**src/rtl/snn_pkg.sv**
```systemverilog
// rtl/snn_pkg.sv - shared SNN types, saturation limits and clamp helpers
package snn_pkg;

    typedef enum logic [1:0] {
        IDLE  = 2'd0,
        ACCUM = 2'd1,
        APPLY = 2'd2
    } state_e;

    // Clamp helpers work on a fixed 64-bit container so any neuron width up to 63 can share them.
    localparam int WIDE_W = 64;

    function automatic logic signed [WIDE_W-1:0] max_limit(input int width);
        return (64'sd1 <<< (width - 1)) - 64'sd1;
    endfunction

    function automatic logic signed [WIDE_W-1:0] min_limit(input int width);
        return -(64'sd1 <<< (width - 1));
    endfunction

    function automatic logic clamp_sat(input logic signed [WIDE_W-1:0] v, input int width);
        return (v > max_limit(width)) || (v < min_limit(width));
    endfunction

    function automatic logic signed [WIDE_W-1:0] clamp_value(input logic signed [WIDE_W-1:0] v,
                                                             input int width);
        if (v > max_limit(width)) begin
            return max_limit(width);
        end else if (v < min_limit(width)) begin
            return min_limit(width);
        end
        return v;
    endfunction

endpackage

```
**src/rtl/synapse_weight_rf.sv**
```systemverilog
// rtl/synapse_weight_rf.sv - per-input synaptic weight register file
module synapse_weight_rf
    import snn_pkg::*;
#(
    parameter int WIDTH = 16,
    parameter int N_IN  = 8
) (
    input  logic                       clk,
    input  logic                       rst_n,
    input  logic                       we_i,
    input  logic [$clog2(N_IN)-1:0]    waddr_i,
    input  logic signed [WIDTH-1:0]    wdata_i,
    input  logic [$clog2(N_IN)-1:0]    raddr_i,
    output logic signed [WIDTH-1:0]    rdata_o
);

    localparam int AW = $clog2(N_IN);

    logic signed [WIDTH-1:0] mem_q [N_IN];
    logic                    addr_ok;

    // Addresses past the last input exist only when N_IN is not a power of two; such writes are dropped.
    if ((1 << AW) == N_IN) begin : g_pow2
        assign addr_ok = 1'b1;
    end else begin : g_npow2
        assign addr_ok = (int'(waddr_i) < N_IN);
    end

    always_ff @(posedge clk) begin
        if (!rst_n) begin
            for (int i = 0; i < N_IN; i++) begin
                mem_q[i] <= '0;
            end
        end else if (we_i && addr_ok) begin
            mem_q[waddr_i] <= wdata_i;
        end
    end

    assign rdata_o = mem_q[raddr_i];

endmodule

```
**src/rtl/synapse_current.sv**
```systemverilog
// rtl/synapse_current.sv - spike-to-current synapse with weighted sum, shift decay and saturation
module synapse_current
    import snn_pkg::*;
#(
    parameter int WIDTH       = 16,
    parameter int N_IN        = 8,
    parameter int DECAY_SHIFT = 4
) (
    input  logic                       clk,
    input  logic                       rst_n,
    input  logic                       tick,
    input  logic [N_IN-1:0]            spike_in,
    input  logic                       w_valid,
    output logic                       w_ready,
    input  logic [$clog2(N_IN)-1:0]    w_addr,
    input  logic signed [WIDTH-1:0]    w_data,
    output logic signed [WIDTH-1:0]    I_out,
    output logic                       busy,
    output logic                       done,
    output logic                       sat,
    output logic                       overrun
);

    localparam int AW    = $clog2(N_IN);
    localparam int ACC_W = WIDTH + AW + 1;
    localparam int NXT_W = WIDTH + AW + 2;
    localparam logic [AW-1:0] LAST_IDX = AW'(N_IN - 1);

    state_e                  state_q, state_d;
    logic [N_IN-1:0]         spk_q, spk_d;
    logic [AW-1:0]           idx_q, idx_d;
    logic signed [ACC_W-1:0] acc_q, acc_d;
    logic signed [WIDTH-1:0] i_q, i_d;
    logic                    done_q, done_d;
    logic                    sat_q, sat_d;
    logic                    ovr_q, ovr_d;
    logic signed [WIDTH-1:0] w_rd;
    logic signed [NXT_W-1:0] i_next;
    logic                    w_fire;

    assign w_ready = rst_n && (state_q == IDLE);
    assign w_fire  = w_valid && w_ready;

    synapse_weight_rf #(
        .WIDTH (WIDTH),
        .N_IN  (N_IN)
    ) u_rf (
        .clk     (clk),
        .rst_n   (rst_n),
        .we_i    (w_fire),
        .waddr_i (w_addr),
        .wdata_i (w_data),
        .raddr_i (idx_q),
        .rdata_o (w_rd)
    );

    // Arithmetic shift floors, so negative currents reach 0 while small positives stay put.
    assign i_next = NXT_W'(i_q) - NXT_W'(i_q >>> DECAY_SHIFT) + NXT_W'(acc_q);

    always_comb begin
        state_d = state_q;
        spk_d   = spk_q;
        idx_d   = idx_q;
        acc_d   = acc_q;
        i_d     = i_q;
        done_d  = 1'b0;
        sat_d   = sat_q;
        ovr_d   = ovr_q;
        case (state_q)
            IDLE: begin
                if (tick) begin
                    spk_d   = spike_in;
                    idx_d   = '0;
                    acc_d   = '0;
                    state_d = ACCUM;
                end
            end
            ACCUM: begin
                if (spk_q[idx_q]) begin
                    acc_d = acc_q + ACC_W'(w_rd);
                end
                idx_d = idx_q + AW'(1);
                if (idx_q == LAST_IDX) begin
                    state_d = APPLY;
                end
            end
            APPLY: begin
                i_d     = WIDTH'(clamp_value(WIDE_W'(i_next), WIDTH));
                sat_d   = clamp_sat(WIDE_W'(i_next), WIDTH);
                done_d  = 1'b1;
                state_d = IDLE;
            end
            default: state_d = IDLE;
        endcase
        if (tick && (state_q != IDLE)) begin
            ovr_d = 1'b1;
        end
    end

    always_ff @(posedge clk) begin
        if (!rst_n) begin
            state_q <= IDLE;
            spk_q   <= '0;
            idx_q   <= '0;
            acc_q   <= '0;
            i_q     <= '0;
            done_q  <= 1'b0;
            sat_q   <= 1'b0;
            ovr_q   <= 1'b0;
        end else begin
            state_q <= state_d;
            spk_q   <= spk_d;
            idx_q   <= idx_d;
            acc_q   <= acc_d;
            i_q     <= i_d;
            done_q  <= done_d;
            sat_q   <= sat_d;
            ovr_q   <= ovr_d;
        end
    end

    assign I_out   = i_q;
    assign busy    = (state_q != IDLE);
    assign done    = done_q;
    assign sat     = sat_q;
    assign overrun = ovr_q;

endmodule

```
**config.mk**
```make
export PLATFORM = sky130hd
export DESIGN_NAME = synapse_current
export DESIGN_NICKNAME = d
export VERILOG_FILES = /design/src/rtl/snn_pkg.sv /design/src/rtl/synapse_weight_rf.sv /design/src/rtl/synapse_current.sv
export SDC_FILE = /design/constraint.sdc
export NUM_CORES = 1
export LEC_CHECK = 0
export ABC_AREA = 0
export CORE_MARGIN = 3
export CORE_UTILIZATION = 66
export DETAILED_ROUTE_END_ITERATION = 8
export HOLD_SLACK_MARGIN = 0.12
export PLACE_DENSITY_LB_ADDON = 0.1
export SYNTH_ARGS = -nofsm -noshare
export SYNTH_HDL_FRONTEND = slang
export SYNTH_HIERARCHICAL = 1
export SYNTH_SLANG_ARGS = --single-unit
```
**constraint.sdc**
```tcl
create_clock -name clk -period 5.6 [get_ports clk]
set_clock_uncertainty 0.15 [all_clocks]
set_input_delay 1.4 -clock clk [delete_from_list [all_inputs] [get_ports clk]]
set_output_delay 1.4 -clock clk [all_outputs]
set_load 0.02 [all_outputs]
```
## Word-level counts from Yosys, hierarchy flattened

Memory sizes are Yosys's and may differ from the RTL's. A register that Yosys moved wholly into a read port is not among the register bits.
Index checks and enable logic that the tools add are counted.

- Input bits: 31
- Memories: 1
- Word-level logic and storage cells: 60
- Output and inout bits: 21
- Bits in writable memories: 128
- Flip-flop bits (word level): 52

- Eq/ne operators: 6
- Multiplexer cells: 26
- Order comparisons: 3
- Add/subtract/negate cells: 4
- Reduce and logical (&&, ||, !) cells: 12

Memory list:

| memory | depth | width | read ports | clocked after memory_dff | wr ports | RTL line | RTL |
|---|---|---|---|---|---|---|---|
| u_rf.mem_q | 8 | 16 | 1 | 1 | 8 | synapse_weight_rf.sv:19 | `logic signed [WIDTH-1:0] mem_q [N_IN];` |

Operators by type and width:

| operator | count |
|---|---|
| 16-bit two-way mux | 4 |
| 20-bit two-way mux | 2 |
| 20-bit case mux with 2 select lines | 1 |
| 17-bit by 20-bit adder with 21-bit output | 1 |
| 21-bit by 16-bit > comparator with 1-bit output, second input constant | 1 |
| 21-bit by 16-bit less-than comparator with 1-bit output, second input constant | 1 |
| 20-bit by 16-bit adder with 20-bit output | 1 |
| 16-bit by 12-bit subtractor with 17-bit output | 1 |
| 16-bit OR reduction | 1 |
| 3-bit two-way mux | 4 |
| 1-bit two-way mux | 10 |
| 2-bit inequality test, second input constant | 3 |
| 3-bit case mux with 2 select lines | 1 |
| 2-bit AND reduction | 3 |
| 3-bit by 4-bit less-than comparator with 1-bit output, second input constant | 1 |
| 2-bit two-way mux | 2 |
| 2-bit case mux with 2 select lines | 1 |
| 2-bit nonzero test | 2 |
| 3-bit by 1-bit adder with 3-bit output, second input constant | 1 |
| 1-bit binary-select mux with 3-bit select | 1 |
| 3-bit equality test, second input constant | 1 |
| 1-bit logical AND | 3 |
| 3-bit AND reduction | 1 |
| 2-bit by 1-bit equality test with 1-bit output, second input constant | 1 |
| other kinds (3) | 3 |

## Longest topological paths before layout

- Depth after elaboration: 8
- Gate-level depth with buffers: 15
- Mapped depth without buffers: 14

## Cells and area by module

Netlist, hierarchy kept.

By module, submodules not included:

| module | seq. area each (um^2) | cells an instance | area each (um^2) | times used |
|---|---|---|---|---|
| synapse_weight_rf | 3,843.7 | 373 | 5,804.3 | 1 |
| synapse_current | 1,041.0 | 546 | 4,436.8 | 1 |

## Worst setup path after synthesis

No wires, ideal clock.

- Kind: input to register
- Start: input port rst_n
- End: memory u_rf.mem_q[2][0], enable pin
- Buffers on the path: 2
- Stages on the path: 5
- Slack: 1,693 ps
- Setup time: 411 ps
- Required time: 5,039 ps
- Data arrival time: 3,346 ps
- Cells stage by stage: clkbuf_1 -> and3_1 -> nand3b_1 -> clkbuf_1 -> o21ai_0

RTL lines:

| item | RTL line | RTL |
|---|---|---|
| start: declaration | synapse_current.sv:10 | `input logic rst_n,` |
| end: declaration | synapse_weight_rf.sv:19 |  |

## Worst setup path after layout

- Start: register idx_q[0]
- End: register acc_q[16]

- Cells in the longest elaborated chain, start to end: 4

Ends and longest elaborated chain:

| item | RTL line | RTL |
|---|---|---|
| start: declaration | synapse_current.sv:31 | `logic [AW-1:0] idx_q, idx_d;` |
| start signal: assignment | synapse_current.sv:113 | `idx_q <= idx_d;` |
| 1-bit binary-select mux with 3-bit select | synapse_current.sv:79 | `if (spk_q[idx_q]) begin` |
| 1-bit two-way mux (not written as such) | synapse_current.sv:79 |  |
| 2-bit inequality test (no source line) | -- |  |
| 3-bit AND reduction (no source line) | -- |  |
| end signal: assignment | synapse_current.sv:105 | `acc_q <= '0;` |
| end signal: assignment | synapse_current.sv:114 | `acc_q <= acc_d;` |
| end: declaration | synapse_current.sv:32 | `logic signed [ACC_W-1:0] acc_q, acc_d;` |

Every way passes these cells. The select of a mux whose other input is x is not followed.
A chain may end at the register's enable or synchronous reset.

==> results by group <==
Critical path
  • Critical Path RT: 5.83 ns
  • Arr. time, crit path: 4.51 ns
  • RR Startpoint: idx_q[0]
  • Crit Path Max Fanout: 18
  • Crit-path cells: buf_4, mux4_1, mux2_2, ha_1, a41oi_1, o221ai_1, a21o_1, a41o_1, a21o_1, a21oi_1, or4b_2, nand3_1
  • Register-to-Register Path Depth: 12
  • Max stage delay on crit path: 0.66 ns
  • Crit-path slowest cell: dfxtp_2
  • R2r endpoint: acc_q[16]
  • Critical Path Source Type: register
  • Buf/Inv on CP: 1
  • Critical path's top delay family: compound AO/OA/AOI/OAI gates
  • Setup slack, reg-to-reg: roughly 1.3 ns
  • Crit path top cell by count: a21o_1
  • Type of the worst setup path: reg2reg
  • CP Capture Type: register

Pwr
  • VDD IR-drop max: approximately 0.22 mV
  • Leakage: 4.27 nW
  • Power Density: between 200 and 300 nW/µm²

Routing
  • Via count: approximately 7500
  • DRC Markers: 0
  • DR vias/cell: 6.56
  • Pre-antenna DRT Iters: 5
  • DR top layer: met4
  • M1 WL: 9710 µm
  • Met3 Routed Length: around 1500 µm
  • Avg WL per Cell: between 20 and 25 µm
  • Starting DRC count in detailed routing: between 700 and 800
  • Post-route ant nets: 0
  • Detail Route met2 WL: 12100 µm
  • WL final: 23900 µm

Final layout
  • Diode count: 0
  • P&R area growth vs syn: 12.1%
  • Final instance count without filler cells: ~1100
  • Nets: 1041
  • Share of cells above drive strength 1: 9.33%

Synthesis
  • Share of the synthesized area in the top cell type: about 38%
  • Number of synthesized flops with an enable pin: between 100 and 150
  • Syn_area_per_cell: between 10 and 15 µm²
  • Synth Net Count: 1008
  • Ys flop type: edfxtp_1
  • Synthesized cell area: 10200 µm²
  • Seq cells post-synth: 180
  • Syn Inst Count: 919
  • Seq/Total Area, Yosys: 47.7%
  • Largest cells by area after synthesis: edfxtp_1, dfxtp_1, mux4_1, nor3_1, ha_1
  • Synth area leader: edfxtp_1
  • Async S/R FF share, synth: 0%
  • Top-count cell post-synth: nor3_1
  • Synth unique cells: roughly 70
  • Post-synth top cells: nor3_1, edfxtp_1, inv_1
  • Synth warn: 6

Die
  • Core Region: 14900 µm²
  • Die boundary width: 131 µm
  • # rows: 44
  • Die height: 131 µm
  • Die area: 17000 µm²
  • Starting Density: 68.9%
  • IO Count: 52

Global routing
  • First-pass GRT wire length: roughly 39000 µm
  • Number of global-route vias before repair: 7305
  • Remaining global-route overflow: 0
  • Antenna violations before repair: 0
  • Tot GR Track Use: 29.6%
  • Pin count of the biggest net entering global routing: between 60 and 70

Hold path
  • Worst Hold Endpoint: spk_q[1]
  • Hold path start: spk_q[1]
  • Hold WC Path Type: reg2reg
  • Hold Path Stages: 2

Timing
  • Slew margin rel.: 15.2%
  • RSZ-0062 raised after global routing: no
  • Fin crit period: 4.28 ns
  • Final worst-path cycle share: between 70% and 80%
  • Final Max Slew Viols: 0
  • Max Freq: 233 MHz
  • Hold Violations, Final: 0
  • Slew @ Worst Pin: 1.27 ns
  • Setup tns final: 0 ns
  • Final setup fails: 0
  • Final hold slack: 0.321 ns

Clock tree
  • # H-tree levels: 4
  • TritonCTS clock tree: built
  • CTS Buf Count: 17
  • Clock slew seen by the registers of the worst setup and hold paths: 0.08 ns
  • Cts repair resizes: 0
  • Clk buf depth: 2
  • Setup bufs post-CTS: 0
  • Hold-fix buffers at CTS: 0
  • Clk sink count: 180
  • Worst skew pair latency: about 0.44 ns
  • Root Buffer: clkbuf_16

Placement
  • HPWL after DPL: 16800 µm
  • # port buffers: between 50 and 60
  • Placer Congestion: 0.928
  • Placed cells: 1117

Run
  • Max-cap violations: 0

Outcome
  • Status: finished clean
[layer usage]
layer	up-vias	global-route usage [%]
met2	314	50.1
li1	3480	-
met1	3682	39.6
met3	57	4.19
met4	0	10.3
met5	-	0
[final cells by class]
cell class                      instances  area [µm²]
Multi-Input combinational cell        593        4770
Fill cell                             924        3380
Tap cell                              184         230
Clock inverter                         15         173
Sequential cell                       180        4890
Clock buffer                           17         425
Inverter                               88         330
Timing Repair Buffer                   72         668
[power by group]
group | total [mW] | switching [mW] | internal (mW)
registers | 1.49 | 0.0243 | 1.47
clock network | 1.19 | 0.557 | 0.634
logic | 0.422 | 0.251 | 0.171
total | 3.10 | 0.832 | 2.27
[layout by cell type (no fill, tap or decap), types with 17 or more instances in the layout]
| master | netlist | final |
|---|---|---|
| clkdlybuf4s50_1 | 0 | 51 |
| a21oi_1 | 26 | 26 |
| inv_1 | 72 | 72 |
| dfxtp_1 | 52 | 51 |
| nand2_1 | 57 | 57 |
| nor3_1 | 141 | 141 |
| clkbuf_16 | 0 | 17 |
| nor2_1 | 23 | 23 |
| ha_1 | 42 | 42 |
| buf_4 | 2 | 21 |
| mux2_2 | 17 | 17 |
| mux4_1 | 28 | 28 |
| clkinv_1 | 16 | 17 |
| o21ai_0 | 28 | 20 |
| nand3_1 | 26 | 25 |
| edfxtp_1 | 128 | 128 |
[worst max-delay path by stage]
stage                             to  cells after the start  startpoint
floorplan           u_rf/mem_q[2][0]                      5       rst_n
global placement           acc_q[18]                     12    idx_q[0]
detailed placement  u_rf/mem_q[1][8]                      6       rst_n
CTS                        acc_q[16]                     12    idx_q[0]
global route                I_out[8]                     12    I_out[7]
finish                     acc_q[16]                     12    idx_q[0]
[flip-flops by register name, summed over array words and instances, names as in the netlist]
register,flops
u_rf/mem_q,128
acc_q,20
I_out,16
spk_q,8
idx_q,3
state_q,2
done,1
overrun,1
sat,1
[worst min-delay path, delay by kind of cell, from the launching register on]
family / cells / cell delay [ns]
compound gates: 1 / 0.06
simple gates: 1 / 0.05
flops: 1 / 0.31
[metrics by stage]
step           power [mW]  setup WS (ns)  utilization (%)  cell area [µm²]
6_report             3.10           1.32             77.3            11500
3_3_place_gp         1.91           1.43             73.2            10900
3_5_place_dp         1.93           1.25             73.2            10900
2_1_floorplan        1.82           1.69                -            10200
4_1_cts              3.10           1.33             77.3            11500
5_1_grt              3.21           1.17             77.3            11500
[cells by family after synthesis]
| kind of cell | count (synthesis) | share of synthesized area, % |
|---|---|---|
| buf+inv | 146 | 5.75 |
| xor+xnor | 26 | 2.22 |
| flops | 180 | 47.7 |
| simple gates | 308 | 15.1 |
| fa+ha+maj | 58 | 8.26 |
| mux | 53 | 10.6 |
| compound gates | 148 | 10.4 |
Power figures use the tool's default switching activity.
